<file path="src/rtl/mul_sequencer.sv">
`timescale 1ns/1ps
`default_nettype none
// ============================================================================
// Module   : mul_sequencer
// Brief    : Multi-cycle MUL/MLA controller that borrows the execute ALU for
//            a shift-and-add multiply and stalls the pipeline while it runs.
// Revision : 1.0 - initial release
// ============================================================================
module mul_sequencer #(
    parameter int WORD_LEN = 32,
    parameter int CNT_W    = 6
) (
    input  logic                clk,
    input  logic                rst_n,
    input  logic                start,
    input  logic                is_mla,
    input  logic [WORD_LEN-1:0] rm,
    input  logic [WORD_LEN-1:0] rs,
    input  logic [WORD_LEN-1:0] rn,
    input  logic                flush,
    input  logic [WORD_LEN-1:0] alu_res,
    output logic [3:0]          alu_cmd,
    output logic [WORD_LEN-1:0] alu_val1,
    output logic [WORD_LEN-1:0] alu_val2,
    output logic                alu_c_in,
    output logic                alu_own,
    output logic                busy,
    output logic                stall,
    output logic                done,
    output logic [WORD_LEN-1:0] result,
    output logic                n_flag,
    output logic                z_flag
);

    localparam logic [3:0]       c_CMD_MOV   = 4'b0001;
    localparam logic [3:0]       c_CMD_ADD   = 4'b0010;
    localparam logic [CNT_W-1:0] c_LAST_STEP = CNT_W'(WORD_LEN - 1);

    typedef enum logic [1:0] {
        S_IDLE = 2'd0,
        S_INIT = 2'd1,
        S_ITER = 2'd2,
        S_DONE = 2'd3
    } state_t;

    state_t              r_state;
    state_t              w_next;
    logic [WORD_LEN-1:0] r_acc;
    logic [WORD_LEN-1:0] r_mcand;
    logic [WORD_LEN-1:0] r_mplier;
    logic [WORD_LEN-1:0] r_rn;
    logic                r_is_mla;
    logic [CNT_W-1:0]    r_cnt;
    logic [WORD_LEN-1:0] r_result;
    logic [WORD_LEN-1:0] w_acc_nxt;
    logic [WORD_LEN-1:0] w_mplier_sh;

    assign w_mplier_sh = r_mplier >> 1;

    always_comb begin
        w_next    = r_state;
        w_acc_nxt = r_acc;
        alu_cmd   = 4'b0000;
        alu_val1  = '0;
        alu_val2  = '0;
        alu_own   = 1'b0;
        case (r_state)
            S_IDLE: begin
                if (start && !flush) w_next = S_INIT;
            end
            S_INIT: begin
                alu_own   = 1'b1;
                alu_cmd   = c_CMD_MOV;
                alu_val2  = r_is_mla ? r_rn : '0;
                w_acc_nxt = alu_res;
                w_next    = (r_mplier == '0) ? S_DONE : S_ITER;
            end
            S_ITER: begin
                alu_own = 1'b1;
                if (r_mplier[0]) begin
                    alu_cmd   = c_CMD_ADD;
                    alu_val1  = r_acc;
                    alu_val2  = r_mcand;
                    w_acc_nxt = alu_res;
                end else begin
                    alu_cmd  = c_CMD_MOV;
                    alu_val2 = r_acc;
                end
                if (w_mplier_sh == '0 || r_cnt == c_LAST_STEP) w_next = S_DONE;
            end
            S_DONE: begin
                w_next = S_IDLE;
            end
            default: w_next = S_IDLE;
        endcase
        if (flush && r_state != S_IDLE) w_next = S_IDLE;
    end

    always_ff @(posedge clk or negedge rst_n) begin
        if (!rst_n) begin
            r_state  <= S_IDLE;
            r_acc    <= '0;
            r_mcand  <= '0;
            r_mplier <= '0;
            r_rn     <= '0;
            r_is_mla <= 1'b0;
            r_cnt    <= '0;
            r_result <= '0;
        end else begin
            r_state <= w_next;
            if (!flush) begin
                case (r_state)
                    S_IDLE: begin
                        if (start) begin
                            r_mcand  <= rm;
                            r_mplier <= rs;
                            r_rn     <= rn;
                            r_is_mla <= is_mla;
                            r_cnt    <= '0;
                        end
                    end
                    S_INIT: r_acc <= w_acc_nxt;
                    S_ITER: begin
                        r_acc    <= w_acc_nxt;
                        r_mcand  <= r_mcand << 1;
                        r_mplier <= w_mplier_sh;
                        r_cnt    <= r_cnt + CNT_W'(1);
                    end
                    S_DONE: r_result <= r_acc;
                    default: ;
                endcase
            end
        end
    end

    // The product is presented straight from acc during DONE and committed at
    // its end, so a flush in DONE leaves the previous result and flags intact.
    assign done     = (r_state == S_DONE) && !flush;
    assign result   = done ? r_acc : r_result;
    assign n_flag   = result[WORD_LEN-1];
    assign z_flag   = (result == '0);
    assign busy     = (r_state != S_IDLE);
    assign stall    = ((r_state == S_IDLE) && start) || (r_state == S_INIT) || (r_state == S_ITER);
    assign alu_c_in = 1'b0;

endmodule
`default_nettype wire
</file>
<file path="config.mk">
export PLATFORM = sky130hd
export DESIGN_NAME = mul_sequencer
export DESIGN_NICKNAME = d
export VERILOG_FILES = /design/src/rtl/mul_sequencer.sv
export SDC_FILE = /design/constraint.sdc
export NUM_CORES = 1
export LEC_CHECK = 0
export ABC_AREA = 1
export ABC_CLOCK_PERIOD_IN_PS = 2450
export BUFFER_PORTS_ARGS = -buffer_cell sky130_fd_sc_hd__buf_4
export CAP_MARGIN = 10
export CORE_ASPECT_RATIO = 1.2
export CORE_MARGIN = 1.5
export CORE_UTILIZATION = 54
export CTS_BUF_LIST = sky130_fd_sc_hd__clkbuf_4
export DETAILED_ROUTE_END_ITERATION = 8
export HOLD_SLACK_MARGIN = 0.02
export PLACE_DENSITY = 0.83
export SKIP_CTS_REPAIR_TIMING = 1
export SLEW_MARGIN = 25
export SYNTH_ARGS = -nofsm -noshare
export SYNTH_HDL_FRONTEND = slang
export SYNTH_SLANG_ARGS = --single-unit
</file>
<file path="constraint.sdc">
create_clock -name clk -period 2.45 [get_ports clk]
set_input_delay 0.245 -clock clk [delete_from_list [all_inputs] [get_ports clk]]
set_output_delay 0.245 -clock clk [all_outputs]
set_load 0.02 [all_outputs]
</file>
==> out/qor.txt <==
Met2 GRT Util: 48.1%
DRT iter0 DRCs: 1,576
Critical path data required time: 2.20 ns
WS Path Type: flip-flop to output pin
Largest net degree at the start of global routing: 84
Startpoint types: flip-flop
Via density: 6.31
Crit Path Max Fanout: 16
FILL cells: 608
Max clock buf depth: 2
Final HPWL DP: 17,100 microns
Vias in the first global route: 7,322
Post-synth design cell area: 8150 sq um
Final net count: 1,568
Clk slew on worst S/H paths: 0.16 ns
DR WL/cell: 23.2 microns
Pre-CTS WS: 0.271 ns
Row count: 49
Pwr dens: 1190 nW/um^2
Post-Synth XOR/XNOR Area: 0%
Initial core utilization: 54.7%
Leak: 0.00654 uW
Root Buffer Master: clkbuf_4
Crit. End Element: output pin
Die Y-Extent: 138 microns
CP arrival: 2.60 ns
Clock latency on the worst-skew pair: 0.61 ns
Worst r2r path cells: 11
RePlAce Congestion: 0.994
Fraction of synthesized area in multiplexers: 0%
Post-Syn Instances: 1,043
Area grow syn2layout: 58.8%
Crit path time final: 2.85 ns
Max cap viols: 0
Worst setup path startpoint: r_state[0]
Fmax: 351 MHz
M3 GR Usage: 7.61%
Core Box Area: 14,900 sq um
H-tree levels: 4
Period utilisation layout: 116%
Worst VDD drop: 0.889 mV
Antenna violations before repair: 2
Post-Route Skew: 0.0291 ns
Top-Level Pins: 240
First-pass GRT wire length: 36,900 microns
YS warnings: 0
All-Layer GR Usage: 30.4%
Post-synth cell types: 27
Grt ovf: 0
Seq/Total Area, Yosys: 51.9%
Reg-to-reg critical path startpoint: r_state[0]
Max-slew violations: 0
Chip Width: 115 microns
Detail Route Antenna Nets: 0
Reg-to-reg endpoint: r_mcand[16]
CTS sink cnt: 169
Most frequent cells in the layout: 287 x nand2_1, 230 x buf_4, 167 x dfrtp_1
Final Cell Area: 12,900 sq um
#FFs+latches synth: 169
Placed Area: 10,100 sq um
Flop2flop setup slack: -0.14 ns
Status: finished with violations
Final-report hold violation count: 0
CTS Buf Count: 17
WL final: 38,300 microns
Fin worst setup slack: -0.399 ns
Seq. cell area: 4230 sq um
RSZ-0062 raised after global routing: true
Adder-cell share of the synthesized area: 0.767%
Hold WS: 0.0533 ns
DRT Pass-1 Iters: 7
Residual DRC count: 0
Endpoints failing setup: 69
Area taken by multi-input logic gates: 3620 sq um
Hold Path Class: primary input to flip-flop
Routing usage on met1: 40.5%
Die area: 15,800 sq um
Largest family of logic cells by synthesized area: simple AND/OR/NAND/NOR gates
CTS tree: yes
IO buf count: 236
Layout cell share with drive strength beyond 1: 30.3%
Top Usage Layer GRT: met2
Vias post-DR: 10,400
Commonest non-fill, non-tap cell in the layout: nand2_1
Worst Setup EP: z_flag
Avg Synthesized Cell Area: 7.82 sq um
Failing checks: setup timing
Complex-gate fraction of the synthesized area: 15.0%
Area share of and/or/nand/nor cells after synthesis: 23.3%
-- layout make-up --
type                       instances  area share (%)
timing repair buffer             429            31.9
multi-input combinational        702            28.0
clock inverter                    14            1.07
inverter                         111            3.33
clock buffer                      18            1.04
tap                              204            1.97
antenna                            3          0.0580
sequential                       169            32.7
-- stage by stage --
stage / power (uW) / util (%) / TNS, ns / instances
floorplan: 8600 / - / 0 / 1045
global placement: 10800 / 67.9 / 0 / 1441
detailed placement: 11000 / 67.9 / 0 / 1441
CTS: 12500 / 69.8 / -8.54 / 1473
global route: 15900 / 86.9 / -9.16 / 1649
finish: 15400 / 86.9 / -4.79 / 1650
-- state kept, by name, summed over array words and instances (netlist names) --
signal    flops
r_state       2
r_result     32
r_rn         32
r_is_mla      1
r_mcand      32
r_mplier     32
r_cnt         6
r_acc        32
-- critical path: stages (launching register included) --
cell and delay (ns):
dfrtp_2 0.49, ha_4 0.20, nand2_8 0.14, buf_8 0.20
o21ai_1 0.12, nor2_1 0.20, nand2_1 0.10, nor2_1 0.13
nand2_1 0.10, nor2_2 0.16, buf_6 0.14
-- Yosys cell counts, drive strengths merged --
master | instances | area, sq um
clkbuf | 33 | 124
a31oi | 48 | 300
nand2 | 316 | 1190
a22o | 1 | 8.76
inv | 111 | 417
dfrtp | 169 | 4230
nand3 | 6 | 30.0
o221ai | 31 | 272
o211ai | 5 | 37.5
ha | 5 | 62.6
o22ai | 9 | 56.3
nor2 | 168 | 631
conb | 1 | 3.75
a21oi | 39 | 195
a21boi | 1 | 7.51
nor3b | 1 | 7.51
o21ai | 64 | 343
nor3 | 5 | 36.3
buf | 30 | 200
-- kinds of logic after synthesis --
| group | Yosys count |
|---|---|
| AND/OR/NAND/NOR | 496 |
| buffers and inverters | 174 |
| AO/OA/AOI/OAI | 198 |
| flip-flops | 169 |
| adder cells (fa/ha/maj) | 5 |
| other | 1 |
-- how the worst min path moves through the flow --
stage,to,start,depth (start not counted),slack [ns]
3_5_place_dp,r_mplier[4],rst_n,1,0.22
5_1_grt,r_state[1],flush,4,0.05
6_report,r_state[1],flush,4,0.05
4_1_cts,r_rn[29],rst_n,1,-0.41
3_3_place_gp,r_mcand[25],rst_n,1,0.22
2_1_floorplan,r_acc[0],rst_n,0,-0.05
-- per-layer routing --
metal	wire length, microns	share of wire (%)
met1	12100	32
met2	17600	46
met3	5020	13
met4	3620	9.4
met5	0	0
-- power by group --
part	switching, uW	total, uW	internal [uW]
registers	895	4990	4090
clock network	1130	1680	542
logic	5460	8730	3270
No activity file was read; power rests on OpenSTA's default activity.
